===== src/rtl/d_sraml2axi.sv =====
// d_sraml2axi: SRAM-like data port to single-beat AXI3 master bridge.
// Handles one outstanding request at a time. Ports:
//   clk, resetn (async, active-low)
//   data_req/wr/size/addr/wdata in; data_rdata, data_addr_ok, data_data_ok out
//   AXI AR/R/AW/W/B channels (single-beat, INCR, fixed IDs RD_ID / WR_ID)
// Build option: define D_SRAML2AXI_BRESP_WAIT_EN to complete writes on the B
// response instead of on the last of the AW/W handshakes.
module d_sraml2axi #(
    parameter logic [3:0] RD_ID = 4'd1,
    parameter logic [3:0] WR_ID = 4'd1
) (
    input  logic        clk,
    input  logic        resetn,
    input  logic        data_req,
    input  logic        data_wr,
    input  logic [1:0]  data_size,
    input  logic [31:0] data_addr,
    input  logic [31:0] data_wdata,
    output logic [31:0] data_rdata,
    output logic        data_addr_ok,
    output logic        data_data_ok,
    output logic [3:0]  arid,
    output logic [31:0] araddr,
    output logic [3:0]  arlen,
    output logic [2:0]  arsize,
    output logic [1:0]  arburst,
    output logic [1:0]  arlock,
    output logic [3:0]  arcache,
    output logic [2:0]  arprot,
    output logic        arvalid,
    input  logic        arready,
    input  logic [3:0]  rid,
    input  logic [31:0] rdata,
    input  logic [1:0]  rresp,
    input  logic        rlast,
    input  logic        rvalid,
    output logic        rready,
    output logic [3:0]  awid,
    output logic [31:0] awaddr,
    output logic [3:0]  awlen,
    output logic [2:0]  awsize,
    output logic [1:0]  awburst,
    output logic [1:0]  awlock,
    output logic [3:0]  awcache,
    output logic [2:0]  awprot,
    output logic        awvalid,
    input  logic        awready,
    output logic [3:0]  wid,
    output logic [31:0] wdata,
    output logic [3:0]  wstrb,
    output logic        wlast,
    output logic        wvalid,
    input  logic        wready,
    input  logic [3:0]  bid,
    input  logic [1:0]  bresp,
    input  logic        bvalid,
    output logic        bready
);

    typedef enum logic [2:0] {
        IDLE,
        RD_AR,
        RD_R,
        WR_AW_W,
        WR_B
    } state_t;

    state_t      state_q, state_d;
    logic [31:0] addr_q, addr_d;
    logic [31:0] wdata_q, wdata_d;
    logic [1:0]  size_q, size_d;
    logic        wr_q, wr_d;
    logic        aw_done_q, aw_done_d;
    logic        w_done_q, w_done_d;
    logic        aw_fin, w_fin;

    // Response ID/status and the latched direction are not needed by the
    // datapath; the direction is taken straight from data_wr at acceptance.
    logic unused_inputs;
    assign unused_inputs = &{1'b0, rid, rresp, rlast, bid, bresp, wr_q};

    assign arid    = RD_ID;
    assign arlen   = 4'd0;
    assign arburst = 2'b01;
    assign arlock  = 2'b00;
    assign arcache = 4'd0;
    assign arprot  = 3'd0;
    assign awid    = WR_ID;
    assign awlen   = 4'd0;
    assign awburst = 2'b01;
    assign awlock  = 2'b00;
    assign awcache = 4'd0;
    assign awprot  = 3'd0;
    assign wid     = WR_ID;
    assign wlast   = 1'b1;

    assign araddr     = addr_q;
    assign awaddr     = addr_q;
    assign arsize     = {1'b0, size_q};
    assign awsize     = {1'b0, size_q};
    assign wdata      = wdata_q;
    assign data_rdata = rdata;

    always_comb begin
        wstrb = 4'b1111;
        unique case (size_q)
            2'b00:   wstrb = 4'b0001 << addr_q[1:0];
            2'b01:   wstrb = 4'b0011 << {addr_q[1], 1'b0};
            default: wstrb = 4'b1111;
        endcase
    end

    always_ff @(posedge clk or negedge resetn) begin
        if (!resetn) begin
            state_q   <= IDLE;
            addr_q    <= 32'd0;
            wdata_q   <= 32'd0;
            size_q    <= 2'd0;
            wr_q      <= 1'b0;
            aw_done_q <= 1'b0;
            w_done_q  <= 1'b0;
        end else begin
            state_q   <= state_d;
            addr_q    <= addr_d;
            wdata_q   <= wdata_d;
            size_q    <= size_d;
            wr_q      <= wr_d;
            aw_done_q <= aw_done_d;
            w_done_q  <= w_done_d;
        end
    end

    always_comb begin
        state_d      = state_q;
        addr_d       = addr_q;
        wdata_d      = wdata_q;
        size_d       = size_q;
        wr_d         = wr_q;
        aw_done_d    = aw_done_q;
        w_done_d     = w_done_q;
        aw_fin       = 1'b0;
        w_fin        = 1'b0;
        data_addr_ok = 1'b0;
        data_data_ok = 1'b0;
        arvalid      = 1'b0;
        rready       = 1'b0;
        awvalid      = 1'b0;
        wvalid       = 1'b0;
        bready       = 1'b0;
        unique case (state_q)
            IDLE: begin
                data_addr_ok = 1'b1;
                if (data_req) begin
                    addr_d    = data_addr;
                    wdata_d   = data_wdata;
                    size_d    = data_size;
                    wr_d      = data_wr;
                    aw_done_d = 1'b0;
                    w_done_d  = 1'b0;
                    state_d   = data_wr ? WR_AW_W : RD_AR;
                end
            end
            RD_AR: begin
                arvalid = 1'b1;
                if (arready) begin
                    state_d = RD_R;
                end
            end
            RD_R: begin
                rready = 1'b1;
                if (rvalid) begin
                    data_data_ok = 1'b1;
                    state_d      = IDLE;
                end
            end
            WR_AW_W: begin
                awvalid = !aw_done_q;
                wvalid  = !w_done_q;
                // A channel counts as finished if it completed earlier or
                // completes now; both may complete in the same cycle.
                aw_fin  = aw_done_q | (awvalid & awready);
                w_fin   = w_done_q | (wvalid & wready);
                if (aw_fin && w_fin) begin
                    aw_done_d = 1'b0;
                    w_done_d  = 1'b0;
                    state_d   = WR_B;
`ifndef D_SRAML2AXI_BRESP_WAIT_EN
                    data_data_ok = 1'b1;
`endif
                end else begin
                    aw_done_d = aw_fin;
                    w_done_d  = w_fin;
                end
            end
            WR_B: begin
                bready = 1'b1;
                if (bvalid) begin
                    state_d = IDLE;
`ifdef D_SRAML2AXI_BRESP_WAIT_EN
                    data_data_ok = 1'b1;
`endif
                end
            end
            default: begin
                state_d = IDLE;
            end
        endcase
    end

endmodule


===== config.mk =====
export PLATFORM = sky130hd
export DESIGN_NAME = d_sraml2axi
export DESIGN_NICKNAME = d
export VERILOG_FILES = /design/src/rtl/d_sraml2axi.sv
export SDC_FILE = /design/constraint.sdc
export NUM_CORES = 1
export LEC_CHECK = 0
export BUFFER_PORTS_ARGS = -buffer_cell sky130_fd_sc_hd__buf_2
export CAP_MARGIN = 5
export CORE_AREA = 5 5 115 117
export DETAILED_ROUTE_END_ITERATION = 10
export DIE_AREA = 0 0 120 122
export PLACE_DENSITY = 0.69
export SYNTH_ARGS = -nofsm -noshare
export SYNTH_HDL_FRONTEND = slang
export SYNTH_SLANG_ARGS = --single-unit

===== constraint.sdc =====
create_clock -name clk -period 1.84 [get_ports clk]
set_clock_uncertainty 0.05 [all_clocks]
set_input_delay 0.092 -clock clk [delete_from_list [all_inputs] [get_ports clk]]
set_output_delay 0.092 -clock clk [all_outputs]
set_load 0.005 [all_outputs]

==> metrics.yaml <==
place:
  hpwlAfterDp_um: 6575
  dp.cells: 559
  port_buffers: 185
  routabilityCongestion: 0.7655
setup_path:
  r2r_slack_ns: 0.18
  slowest_stage: "dfrtp_1"
  crit_arrival_ns: 1.56
  cp_num_buf_inv: 2
  cp_cell_sequence: "buf_4 > nand3b_1 > o2bb2ai_1 > buf_2"
  path_max_fanout: 7
  worstPathRequired_ns: 1.70
  path_delay_family: "flip-flops"
  cp_slowest_stage_delay_ns: 0.41
  critical_path_class: "reg -> out"
  cp-end-kind: "output port"
  startpoint_type: "register"
finish:
  nets: 609
  instances_no_fill: 644
  final_util_pct: 41.57
  diodes: 0
  drive_gt1_share_pct: 51.42
  syn_to_final_growth_pct: 39.87
clock_network:
  cts_root_buf: "clkbuf_16"
  ctsHoldBuffers: 69
  clock_latency_ns: 0.32
  clkTransAtPathRegs_ns: 0.05
  ctsHtreeMaxLevel: 3
  cts_resized: 0
  cts_tree: "done"
  clock_sinks: 71
  post-cts-setup-buffers: 0
  cts_buffer_depth: 2
  cts_inserted_buffers: 9
power:
  clockPowerShare_pct: 23.0
  ir_drop_v: 0.0007702
  internal-power_mw: 5.412
  swShare_pct: 31.87
  leakagePower_nw: 2.552
  power_mw: 7.944
  p_per_area_nw_per_um2: 1559
  pwr-share-seq_pct: 36.6
  p_switching_mw: 2.532
  pwr-share-comb_pct: 40.4
detailed_routing:
  avgViaCountPerCell: 4.177
  detail-route-antenna-nets: 0
  num_vias: 2690
  drt_iter0_markers: 82
  first_pass_iters: 4
  totalWireLength_um: 9557
  drc: 0
  wl_per_cell_um: 14.84
die:
  dieHeight_um: 122
  io_pins: 308
  core-area_um2: 12260
  start_util_pct: 29.72
  die_x_um: 120
  num_rows: 41
  dieArea_um2: 14640
sta:
  rsz0062_at_grt: "false"
  finalCriticalPeriod_ns: 1.701
  tightest_slew_ns: 0.9024
  fin_tns_setup_ns: 0
  slew_viol_final: 0
  hold_violations: 0
  setup_viol: 0
  slew_headroom_pct: 39.84
  fmax_mhz: 587.7
  fin_crit_sh_pct: 92.47
synth:
  synth_seq_cells: 71
  syn_inst: 296
  synthSimpleGateAreaFrac_pct: 3.400
  syn-cell-area_um2: 3643
  synthAdderAreaFrac_pct: 0
  synth_top_family_by_area: "buffers and inverters"
  synth_xor_area_share_pct: 0
  ys_types: 26
  ys.warnings.count: 0
  synth_mux_area_share_pct: 20.09
  synth_compound_area_share_pct: 2.713
  yosysSeqAreaShare_pct: 48.76
  syn_avg_cell_area_um2: 12.31
grt:
  grt_antenna_before_repair: 0
  grt_max_degree: 72
  grt_pass1_wl_um: 14950
  overflow: 0
  grt_pass1_vias: 2921
  grt_use_total_pct: 13.03
flow_run:
  cap_violations: 0
min_path:
  hold_path.class: "in -> reg"
outcome:
  status: "finished clean"
## stage by stage
step                      hold WS [ns]  worst slack [ns]  instance area [um2]
after floorplan                -0.2536            0.1802                 3805
after global placement          0.1340            0.2023                 4090
after detailed placement        0.1340            0.1690                 4090
after CTS                      0.01207            0.1032                 5096
after global routing           0.03266           0.01287                 5096
final                          0.02860            0.1386                 5096
## worst min-delay path, cell delays in order
cell and delay [ns]:
buf_2 0.11, nand2_1 0.08, o21ai_0 0.08
## registers in the layout, indices dropped and copies added, names as in the netlist
name       count
araddr        32
wdata         32
state_q        3
size_q         2
aw_done_q      1
w_done_q       1
## power groups by stage
stage               clock, mW  sequential, mW  combinational (mW)
floorplan                   0            2.92                2.06
global placement            0            2.85                3.07
detailed placement          0            2.91                3.14
CTS                      1.90            2.91                3.25
global route             1.97            3.03                3.53
finish                   1.83            2.91                3.21
## routing by layer
layer,up-vias,wire length [um],track usage (%)
met5,-,0,0
met4,0,374,8.017
met3,31,925,4.828
met2,161,5064,23.11
met1,1283,3192,12.95
li1,1215,-,-
## worst paths after layout
check                            from      endpoint  cells past startpoint
setup / recovery           state_q[2]  data_data_ok                      4
hold / removal               data_req    state_q[0]                      3
setup reg to reg           state_q[0]      wdata[3]                      3
hold reg to reg             wdata[22]     wdata[22]                      1
max in group asynchronous      resetn    araddr[25]                      2
min in group asynchronous      resetn      wdata[0]                      2
## area by class of cell
class / count / area (um2)
Clock buffer: 11 / 232.7
Inverter: 3 / 11.26
Tap cell: 150 / 187.7
Sequential cell: 71 / 1777
Multi-Input combinational cell: 145 / 1124
Clock inverter: 5 / 82.58
Timing Repair Buffer: 259 / 1682
Fill cell: 1133 / 7164
## cells in the mapped netlist
master / n / share of area [%]
mux2_1: 17 / 5.3
mux2_2: 48 / 15
and2_1: 1 / 0.17
nor2b_1: 3 / 0.52
nor2_1: 6 / 0.62
o21bai_1: 2 / 0.41
nor3_1: 2 / 0.27
o21ai_0: 3 / 0.41
o32ai_1: 1 / 0.24
a31o_2: 1 / 0.24
conb_1: 2 / 0.21
buf_6: 2 / 0.62
a31oi_1: 1 / 0.17
buf_4: 112 / 23
o2bb2ai_1: 1 / 0.24
nand2b_1: 1 / 0.17
nor4_1: 1 / 0.17
buf_2: 6 / 0.82
nor4b_4: 1 / 0.65
nand2_1: 4 / 0.41
inv_1: 3 / 0.31
o2111ai_1: 1 / 0.24
o22ai_1: 2 / 0.34
nand3b_1: 2 / 0.41
a21o_1: 2 / 0.41
dfrtp_1: 71 / 49
## cell usage in the layout, fill, tap and decap left out
| master | instances |
|---|---|
| o2bb2ai_1 | 1 |
| nor4b_4 | 1 |
| mux2_1 | 17 |
| nor2_1 | 6 |
| o22ai_1 | 2 |
| clkinv_2 | 1 |
| buf_12 | 2 |
| mux2_2 | 48 |
| and2_1 | 1 |
| clkbuf_16 | 9 |
| buf_4 | 4 |
| clkinv_4 | 2 |
| inv_1 | 3 |
| nor4_1 | 1 |
| o32ai_1 | 1 |
| a31oi_1 | 1 |
| clkbuf_1 | 2 |
| nor3_1 | 2 |
| nand3b_1 | 2 |
| a31o_2 | 1 |
| nand2_1 | 4 |
| dlygate4sd3_1 | 69 |
| o2111ai_1 | 1 |
| bufinv_16 | 2 |
| a21o_1 | 2 |
| dfrtp_1 | 71 |
| conb_1 | 45 |
| o21bai_1 | 2 |
| nand2b_1 | 1 |
| nor2b_1 | 3 |
| buf_2 | 184 |
| o21ai_0 | 3 |
## kinds of logic (layout without fill, tap and decap cells)
group | Yosys count | in the layout
AO/OA/AOI/OAI | 14 | 14
AND/OR/NAND/NOR | 21 | 21
multiplexers | 65 | 65
buffers and inverters | 123 | 278
other | 2 | 45
flip-flops | 71 | 71
No activity file was read; power rests on OpenSTA's default activity.
